--- src/rtl/pc_redirect_unit.sv ---
// PC register with branch redirect, IF/ID flush timing and one-deep
// buffering of a redirect that arrives while the front end is stalled.
module pc_redirect_unit #(
    parameter logic [31:0] RESET_PC     = 32'h0000_0000,
    parameter int unsigned FLUSH_CYCLES = 1
) (
    input  logic        Clk,
    input  logic        Rst,
    input  logic        Stall,
    input  logic [1:0]  PCSrc,
    input  logic [31:0] PCNew,
    output logic [31:0] PC,
    output logic [31:0] PCPlus4,
    output logic        Flush,
    output logic        RedirectPending,
    output logic        Misaligned,
    output logic [15:0] RedirectCount
);

    typedef enum logic [1:0] {
        RUN   = 2'd0,
        FLUSH = 2'd1,
        PEND  = 2'd2,
        HOLD  = 2'd3
    } state_t;

    localparam logic [2:0] FC = 3'(FLUSH_CYCLES);

    state_t      state;
    state_t      state_nxt;
    logic [2:0]  cnt;
    logic [2:0]  cnt_nxt;
    logic [31:0] pend_pc;
    logic [31:0] tgt;
    logic        redir;
    logic        mis_in;
    logic        apply_new;
    logic        apply_pend;
    logic        latch;
    logic        adv;
    logic        reload;
    logic        pend_nxt;

    assign redir   = (PCSrc == 2'b01);
    assign tgt     = {PCNew[31:2], 2'b00};
    assign mis_in  = |PCNew[1:0];
    assign PCPlus4 = PC + 32'd4;

    always_ff @(posedge Clk) begin
        if (Rst) begin
            state <= RUN;
        end else begin
            state <= state_nxt;
        end
    end

    // A buffered target always takes priority; new redirects on that
    // edge are dropped so the first buffered target wins.
    always_comb begin
        apply_new  = 1'b0;
        apply_pend = 1'b0;
        latch      = 1'b0;
        adv        = 1'b0;
        unique case (state)
            PEND: begin
                apply_pend = !Stall;
            end
            FLUSH: begin
                if (RedirectPending) begin
                    apply_pend = !Stall;
                end else begin
                    apply_new = redir & !Stall;
                    latch     = redir & Stall;
                    adv       = !redir & !Stall;
                end
            end
            RUN, HOLD: begin
                apply_new = redir & !Stall;
                latch     = redir & Stall;
                adv       = !redir & !Stall;
            end
        endcase
    end

    assign reload   = apply_new | apply_pend;
    assign pend_nxt = latch | (RedirectPending & !apply_pend);

    always_comb begin
        cnt_nxt = 3'd0;
        if (reload) begin
            cnt_nxt = FC;
        end else if (cnt != 3'd0) begin
            cnt_nxt = cnt - 3'd1;
        end
    end

    always_comb begin
        state_nxt = RUN;
        if (cnt_nxt != 3'd0) begin
            state_nxt = FLUSH;
        end else if (pend_nxt) begin
            state_nxt = PEND;
        end else if (Stall) begin
            state_nxt = HOLD;
        end
    end

    always_ff @(posedge Clk) begin
        if (Rst) begin
            PC              <= RESET_PC;
            cnt             <= 3'd0;
            Flush           <= 1'b0;
            RedirectPending <= 1'b0;
            pend_pc         <= 32'd0;
            Misaligned      <= 1'b0;
            RedirectCount   <= 16'd0;
        end else begin
            cnt             <= cnt_nxt;
            Flush           <= (cnt_nxt != 3'd0);
            RedirectPending <= pend_nxt;
            if (latch) begin
                pend_pc <= tgt;
            end
            if (apply_pend) begin
                PC <= pend_pc;
            end else if (apply_new) begin
                PC <= tgt;
            end else if (adv) begin
                PC <= PCPlus4;
            end
            if (reload) begin
                RedirectCount <= RedirectCount + 16'd1;
            end
            if ((apply_new | latch) & mis_in) begin
                Misaligned <= 1'b1;
            end
        end
    end

endmodule
--- config.mk ---
export PLATFORM = sky130hd
export DESIGN_NAME = pc_redirect_unit
export DESIGN_NICKNAME = d
export VERILOG_FILES = /design/src/rtl/pc_redirect_unit.sv
export SDC_FILE = /design/constraint.sdc
export NUM_CORES = 1
export LEC_CHECK = 0
export ABC_AREA = 1
export CAP_MARGIN = 30
export CORE_UTILIZATION = 30
export CTS_CLUSTER_SIZE = 10
export DETAILED_ROUTE_END_ITERATION = 12
export MAX_ROUTING_LAYER = met4
export PLACE_DENSITY = 0.62
export SETUP_SLACK_MARGIN = 0.05
export SYNTH_ARGS = -nofsm -noshare
export SYNTH_HDL_FRONTEND = slang
export SYNTH_SLANG_ARGS = --single-unit
--- constraint.sdc ---
create_clock -name Clk -period 1.5 [get_ports Clk]
set_input_delay 0.225 -clock Clk [delete_from_list [all_inputs] [get_ports Clk]]
set_output_delay 0.225 -clock Clk [all_outputs]
set_load 0.02 [all_outputs]
# Yosys cells after proc, flatten, opt, wreduce, memory -nomap -nowiden
# Cells that the tools add are included.
[word_totals]
regBits = 86
latch_bits = 0
mem_bits_rw = 0
romBits = 0
input_bits = 37
output_inout_bits = 83
elab_cells = 50
mem_count = 0
[op_classes]
n_addsub = 3
n_mul = 0
div_mod_pow = 0
n_lt_le_gt_ge = 0
n_eq_ne = 4
shift = 0
mux = 16
bitwise = 8
reduce_logical = 10
[ops]
columns = ["cell", "n"]
rows = [
  ["$mux 32", 3],
  ["$add 32x3->32 const B", 1],
  ["$add 16x1->16 const B", 1],
  ["$reduce_bool 3->1", 3],
  ["$pmux 1 s2", 4],
  ["$mux 3", 2],
  ["$reduce_or 2->1", 3],
  ["$and 1x1->1", 5],
  ["$mux 1", 5],
  ["$eq 2x1->1 const B", 2],
  ["$eq 2x2->1 const B", 2],
  ["$mux 2", 2],
  ["$logic_not 1->1", 3],
  ["$or 1x1->1", 3],
  ["$sub 3x1->3 const B", 1],
  ["$logic_not 2->1", 1],
]

# Longest topological paths before layout
# Gate-level depths: netlist of the first run.
[logic_depth]
ltp_word = 8
ltp_mapped = 12
depth_no_buf = 12

# Least setup slack after synthesis of the first run
# No wires, ideal clock.
[synth_timing]
path_type = "reg-to-reg"
from = "register PC[3]"
to = "register PC[10]"
setup_ns = 0.070
t_arrival_ns = 1.679
required_ns = 1.430
setup_slack_ns = -0.250
path_stages_with_launch = 8
path_buffers = 0
synth_period_minus_slack_ns = 1.750
cell_sequence = "dfxtp_1 > ha_1 > nand2_1 > nor2_2 > nand2_2 > xor2_1 > o21ai_0 > a21oi_1"
[synth_via]
elab_chain_cells = 4
[synth_rtl]
columns = ["item", "line", "rtl"]
rows = [
  ["from (decl)", "12", "output logic [31:0] PC,"],
  ["from (signal assigned)", "125", "PC <= pend_pc;"],
  ["from (signal assigned)", "127", "PC <= tgt;"],
  ["from (signal assigned)", "129", "PC <= PCPlus4;"],
  ["$add 32x3->32", "47", "assign PCPlus4 = PC + 32'd4;"],
  ["named net PCPlus4[10]", "13", "output logic [31:0] PCPlus4,"],
  ["$mux 32", "128", "end else if (adv) begin"],
  ["$mux 32", "126", "end else if (apply_new) begin"],
  ["$mux 32", "124", "if (apply_pend) begin"],
]
# The timed path passes the listed nets, and every way through them passes these cells. The select of a mux whose other input is x is not followed.
# A chain may end at the register's enable or synchronous reset.

# Final worst setup path of the first run
[layout_timing]
from = "register PC[3]"
to = "output PCPlus4[8]"
[layout_via]
elab_chain_cells = 1
[layout_rtl]
columns = ["item", "line"]
rows = [
  ["$add 32x3->32", "47"],
  ["to (decl)", "13"],
]
# No other way between the ends.

==> run summary, run 1 <==
# fillers: 1237
Routed WL: 23000 microns
Pre-CTS WS: -0.565 ns
Pwr dens: 709 nW/um^2
Largest family of logic cells by synthesized area: simple AND/OR/NAND/NOR gates
Root Driver: clkbuf_16
Port-buffer cells: 115
Slowest cell on crit path: dfxtp_4
GR Overflow Total: 0
Number of global-route vias before repair: 6243
I/O pins: 120
Area Overhead vs Synth: 107%
Critical-path maximum fanout: 3
DP HPWL: 12100 microns
Req. time, crit path: 1.27 ns
Via Count: 6467
Final setup viols: 110
Comb pwr share: 0.316
Initial Utilization: 0.306
Clock skew: 0.0122 ns
Avg Cell Area, Syn: 6.33 sq um
Max Clk Rate: 501 MHz
Fin worst setup slack: -0.497 ns
Reg clk slew, reported paths: 0.06 ns
Syn. warnings: 0
#FFs+latches synth: 84
Synth Area in Adders: 0.0129
Clock latency on the worst-skew pair: 0.36 ns
Post-layout power: 7.15 mW
Post-synthesis xor/xnor area fraction: 0.0252
Syn Inst Count: 769
Htree depth: 3
Cell variety after synth: 39
Pin count of the biggest net entering global routing: 30
Clock share of power: 0.349
Initial antenna violation count: 0
Net Sw Frac: 0.322
Die Ht: 129 microns
Synth Area in Compound Gates: 0.185
Status: complete, but fails checks
Vias per inst: 5.12
Crit path DAT: 1.77 ns
Met3 Use GR: 0.0582
CORE AREA: 15900 sq um
Seq pwr share: 0.335
Die area: 16700 sq um
Critical Path End Type: primary output
First-pass GRT wire length: 32300 microns
TritonRoute pass-1 iters: 6
CTS sink cnt: 84
Residual DRC: 0
Area leader, netlist: dfxtp_1
HP Class: flip-flop to flip-flop
Post-synth top area share: 0.346
Pins Over Slew Limit: 0
Failing checks: setup timing
Startpoint Class: flip-flop
Hold WS: 0.461 ns
# diodes: 0
Num CTS Buffers: 9
CTS tree: done
Post-route ant nets: 0
Wire per inst: 18.2 microns
Post-Synth Simple-Gate Area: 0.297
Delay-heaviest family, CP: buffers and inverters
RSZ-0062 raised after global routing: yes
Fin cells: 1264
# rows: 46
Most common flop cell mapped by yosys: dfxtp_1
CP peak stage delay: 0.36 ns
Tmin final: 2.00 ns
Number of max-cap violations: 0
Multiplexer share of the synthesized area: 0
Fin nets: 1085
Actual slew at the worst max-slew pin: 0.543 ns
Peak VDD IR: 0.504 mV
Buf/Inv on CP: 5
Total GRT Usage: 0.262
Switching power: 2.31 mW
P_leak: 4.11 nW
Fin. Hold Viols: 0
CP Cell Sequence: ha_4, buf_4, buf_6, nand2_4, buf_6, xor2_1, inv_1, buf_6
CP Class: flip-flop to primary output
Slew headroom: 0.634
GRT busiest layer: met2
Placed cell count: 1185
Cell Area, Synth: 4870 sq um
Post-synth EDFFs: 0
Initial DRC count: 395
Synth area leaders: dfxtp_1, nand2_1, inv_1
Crit share post-route: 1.33
Critical Path Most Common Cell: buf_6
GR Util met2: 0.435
P_int: 4.85 mW
Met1 usage: 0.303
Seq/Total Area, Yosys: 0.346
Asr flop ratio synth: 0
Die X: 129 microns
Largest buffer count on any clock path: 2
Share of layout cells above drive strength 1: 0.559
Last weighted congestion value of the routability-driven placer: 0.876
area by class of cell:
cell class                 instances  area (sq um)  area share
inverter                         119           469      0.0465
multi-input combinational        533          4200       0.417
tap                              216           270      0.0268
clock inverter                     5          85.1     0.00844
sequential                        84          1750       0.173
timing repair buffer             296          3080       0.305
clock buffer                      11           233      0.0231
worst reg2reg max path, stage by stage (launching register included):
cell and delay, ns:
dfxtp_4 0.37, nand2_2 0.07, nor2_4 0.19, nand2_2 0.12
nor2_4 0.17, buf_12 0.13, nand2_2 0.05, nand2_2 0.07
buf_4 0.11, buf_4 0.09, buf_4 0.09, buf_4 0.10
buf_4 0.10, nand3_2 0.08, nand2_2 0.09, a21oi_2 0.05
power by group through the flow:
stage                     sequential, mW  clock, mW  combinational (mW)
after floorplan                     2.50          0               0.643
after global placement              2.44          0                1.32
after detailed placement            2.44          0                1.33
after CTS                           2.40       2.51                1.96
after global routing                2.41       2.59                2.37
final                               2.40       2.49                2.26
cells in the final DEF, fill, tap and decap left out, drive strengths merged, types with 36 or more instances in the layout:
cell type      count
dlygate4sd2       44
a21oi             74
buf              209
nor2             121
nand2            159
clkdlybuf4s50     36
o21ai             62
nand3             43
inv              118
dfxtp             84
flip-flops by register name, summed over array words and instances (netlist names):
register	cells
cnt	3
RedirectCount	16
state	2
Misaligned	1
pend_pc	30
Flush	1
PC	30
RedirectPending	1
stage by stage:
stage           util  setup TNS [ns]  instance area [sq um]
6_report       0.635          -29.23                  10100
5_1_grt        0.635          -36.63                  10100
4_1_cts        0.582          -25.04                   9250
3_5_place_dp   0.454          -33.84                   7210
3_3_place_gp   0.454          -32.24                   7210
2_1_floorplan      -          -0.169                   5060
cell usage after synthesis, drive strengths merged (2+ instances only):
cell type,count
a21oi,74
and2,2
buf,19
clkbuf,17
dfxtp,84
ha,5
inv,118
nand2,159
nand3,43
nand4,2
nor2,121
nor3,8
o211ai,2
o21a,2
o21ai,62
o21bai,2
o22ai,25
or2,4
xnor2,2
xor2,12
layer usage:
layer | routed length [microns] | share of wire | up-vias
met5 | 0 | 0 | -
met4 | 1030 | 0.045 | 0
met3 | 1440 | 0.063 | 86
met2 | 11500 | 0.50 | 280
met1 | 9070 | 0.39 | 3108
li1 | - | - | 2993
cell families after synthesis:
group	count (synthesis)
fa+ha+maj	5
other cells	1
simple gates	342
flops	84
compound gates	168
xor+xnor	14
buf+inv	155
final timing paths:
kind	endpoint	start	slack, ns	depth (start not counted)
setup / recovery	PCPlus4[8]	PC[3]	-0.50	8
hold / removal	Misaligned	Misaligned	0.46	2
hold reg to reg	Misaligned	Misaligned	0.46	2
setup reg to reg	PC[23]	PC[3]	-0.48	15
repair_timing:
action,in CTS,in global routing
resized for setup,561,205
hold buffers,0,0
endpoints found under the hold margin,0,0
setup buffers,45,21
cloned,14,2
setup endpoints to repair,161,117
pin swaps,119,93
Note: power is estimated with default switching activity, not from simulation.
==> inputs of run 2 (changes only) <==
--- a/config.mk
+++ b/config.mk
@@ -10,8 +10,9 @@
 export CORE_UTILIZATION = 30
 export CTS_CLUSTER_SIZE = 10
 export DETAILED_ROUTE_END_ITERATION = 12
+export HOLD_SLACK_MARGIN = 0.08
 export MAX_ROUTING_LAYER = met4
-export PLACE_DENSITY = 0.62
+export PLACE_DENSITY = 0.6
 export SETUP_SLACK_MARGIN = 0.05
 export SYNTH_ARGS = -nofsm -noshare
 export SYNTH_HDL_FRONTEND = slang
==> constraint.sdc (replaced) <==
create_clock -name Clk -period 2.25 [get_ports Clk]
set_input_delay 0.45 -clock Clk [delete_from_list [all_inputs] [get_ports Clk]]
set_output_delay 0.45 -clock Clk [all_outputs]
set_load 0.02 [all_outputs]
==> run 2 against run 1 <==
  * The flow now finishes without violations
  * Core utilization down 18 points
  * Clock power down 39%
  * Hold slack worse by 0.011 ns
  * Sequential cell count unchanged
  * Total power down 46%
  * Count of clock-buffer cells in the layout up 1
  * Register-to-register slack better by 0.84 ns
  * Global-route usage down 6.2 points
  * Critical path type unchanged
  * Largest power group is now registers
==> run summary, run 2 (synthesis results as in run 1) <==
Status: completed (was complete, but fails checks)
Residual DRC: 0 (unchanged)
Via Count: 5271 (was 6467)
Number of global-route vias before repair: 5069 (was 6243)
Slowest cell on crit path: dfxtp_2 (was dfxtp_4)
Crit share post-route: 0.971
CP peak stage delay: 0.36 ns (about the same)
R2r setup slk: 0.36 ns (was -0.48 ns)
Fin nets: 972 (was 1085)
Reg2Reg Capture Point: PC[14] (was PC[23])
Root Driver: clkbuf_16 (unchanged)
Critical Path Most Common Cell: nand2_2 (was buf_6)
Comb pwr share: 0.200 (was 0.316)
Fin worst setup slack: 0.0656 ns (was -0.497 ns)
Largest regs: PC: 30 flops, pend_pc: 30 flops, RedirectCount: 16 flops (unchanged)
Tmin final: 2.18 ns
Critical-path maximum fanout: 4 (was 3)
CTS tree: done (unchanged)
Fin util: 0.451 (was 0.635)
Initial antenna violation count: 0 (unchanged)
GR Overflow Total: 0 (unchanged)
# rows: 46 (unchanged)
Share of layout cells above drive strength 1: 0.210 (was 0.559)
Initial DRC count: 274 (was 395)
CP Cell Sequence: buf_6, inv_4, nor2_4, nand2_2, nor2_4, buf_6, nand2_2, nand2_2, nand2_2, buf_6 (was ha_4, buf_4, buf_6, nand2_4, buf_6, xor2_1, inv_1, buf_6)
Clock share of power: 0.390 (was 0.349)
Hold_buf cts: 0 (unchanged)
CP Class: flip-flop to primary output (unchanged)
Die X: 129 microns (unchanged)
Commonest non-fill, non-tap cell in the layout: nand2_1 (was buf_4)
Area Overhead vs Synth: 47.2% (was 107%)
Seq pwr share: 0.410 (was 0.335)
Placed cell count: 1124 (was 1185)
Initial Utilization: 0.306 (unchanged)
Total GRT Usage: 0.200 (was 0.262)
RSZ-0062 raised after global routing: yes (unchanged)
DP HPWL: 11000 microns (was 12100 microns)
P_int: 2.80 mW (was 4.85 mW)
Wire per inst: 13.6 microns (was 18.2 microns)
Post-route ant nets: 0 (unchanged)
Most frequent cells in the layout: nand2_1, inv_1, nor2_1, clkdlybuf4s50_1, a21oi_1 (was buf_4, inv_1, nand2_1, nand2_2, buf_6)
Last weighted congestion value of the routability-driven placer: 0.852 (was 0.876)
Die Ht: 129 microns (unchanged)
Buf/Inv on CP: 4 (was 5)
Hold WS: 0.450 ns (was 0.461 ns)
Pwr dens: 543 nW/um^2 (was 709 nW/um^2)
Reg clk slew, reported paths: 0.06 ns (about the same)
Clock skew: 0.00552 ns (was 0.0122 ns)
CORE AREA: 15900 sq um (unchanged)
Fin. Hold Viols: 0 (unchanged)
Routed WL: 15600 microns (was 23000 microns)
Actual slew at the worst max-slew pin: 0.543 ns (about the same)
Slew headroom: 0.638 (was 0.634)
RR Startpoint: state[0] (was PC[3])
Port-buffer cells: 115 (unchanged)
First-pass GRT wire length: 25200 microns (was 32300 microns)
CP Depth: 10 (was 8)
Fin cells: 1149 (was 1264)
Final setup viols: 0 (was 110)
Pin count of the biggest net entering global routing: 61 (was 30)
Number of max-cap violations: 0 (unchanged)
Worst Setup SP: PC[2] (was PC[3])
Die area: 16700 sq um (unchanged)
Crit path DAT: 1.73 ns (was 1.77 ns)
P_leak: 2.85 nW (was 4.11 nW)
Largest buffer count on any clock path: 2 (unchanged)
Htree depth: 3 (unchanged)
Clock latency on the worst-skew pair: 0.34 ns (was 0.36 ns)
TNS Setup: 0 ns (was -29.23 ns)
Max Clk Rate: 458 MHz
Worst setup path end: PCPlus4[31] (was PCPlus4[8])
Req. time, crit path: 1.80 ns (was 1.27 ns)
Pre-CTS WS: -0.0797 ns (was -0.565 ns)
I/O pins: 120 (unchanged)
# diodes: 0 (unchanged)
Net Sw Frac: 0.281 (was 0.322)
Vias per inst: 4.59 (was 5.12)
Num CTS Buffers: 9 (unchanged)
TritonRoute pass-1 iters: 5 (was 6)
Switching power: 1.09 mW (was 2.31 mW)
Delay-heaviest family, CP: simple AND/OR/NAND/NOR gates (was buffers and inverters)
Peak VDD IR: 0.324 mV (was 0.504 mV)
HP Class: flip-flop to flip-flop (unchanged)
R2r worst-path depth: 8 (was 15)
Pins Over Slew Limit: 0 (unchanged)
Critical Path End Type: primary output (unchanged)
CTS sink cnt: 84 (unchanged)
Startpoint Class: flip-flop (unchanged)
## run 2: cell types whose count changed in the layout (fill, tap and decap cells not counted), sizes merged
cell and delta:
clkdlybuf4s15 -3, dlygate4sd2 -41, clkdlybuf4s50 +50, buf -116, bufinv -1, clkinvlp -1
clkinv -1, clkbuf -2
## run 2: metrics by stage
stage	cell area, sq um	power, mW
after floorplan	4880	2.04
after global placement	6590	2.37
after detailed placement	6590	2.37
after CTS	6930	3.89
after global routing	7160	4.07
final	7160	3.89
## run 2: worst min path at each step
| stage | from | end | cells after the start |
|---|---|---|---|
| 6_report | pend_pc[3] | pend_pc[3] | 2 |
| 3_3_place_gp | pend_pc[3] | pend_pc[3] | 2 |
| 2_1_floorplan | pend_pc[12] | pend_pc[12] | 2 |
| 5_1_grt | pend_pc[6] | pend_pc[6] | 2 |
| 4_1_cts | pend_pc[3] | pend_pc[3] | 2 |
| 3_5_place_dp | pend_pc[3] | pend_pc[3] | 2 |
## run 2: timing repair
item | 4_1_cts | 5_1_grt
resized for setup | 117 | 98
endpoints found under the setup margin | 28 | 23
pin swaps | 5 | 22
setup buffers | 4 | 7
## run 2: tightest hold or removal path: stages, from the launching register on
cell and delay [ns]:
dfxtp_1 0.29, inv_1 0.06, a21oi_1 0.05
## run 2: area by class of cell
type                    count  area [sq um]
multi-input cells         533          2760
inverters                 119           454
repair buffers            183          1680
clock buffers              12           256
clock inverters             2          35.0
well taps                 216           270
flip-flops and latches     84          1700
fillers                  1694          8720
## run 2: power by group through the flow
stage	clock network [mW]	logic, mW	registers (mW)
floorplan	0	0.380	1.66
global placement	0	0.751	1.62
detailed placement	0	0.752	1.62
CTS	1.55	0.747	1.59
global route	1.61	0.856	1.60
finish	1.52	0.778	1.60
## run 2: routing by layer
metal  up-vias  routed length [microns]  track usage
met5         -                        0            -
met4         0                      192       0.0464
met3        14                     1060       0.0586
met2       146                     7280        0.324
met1      2368                     7120        0.245
li1       2743                        -            -
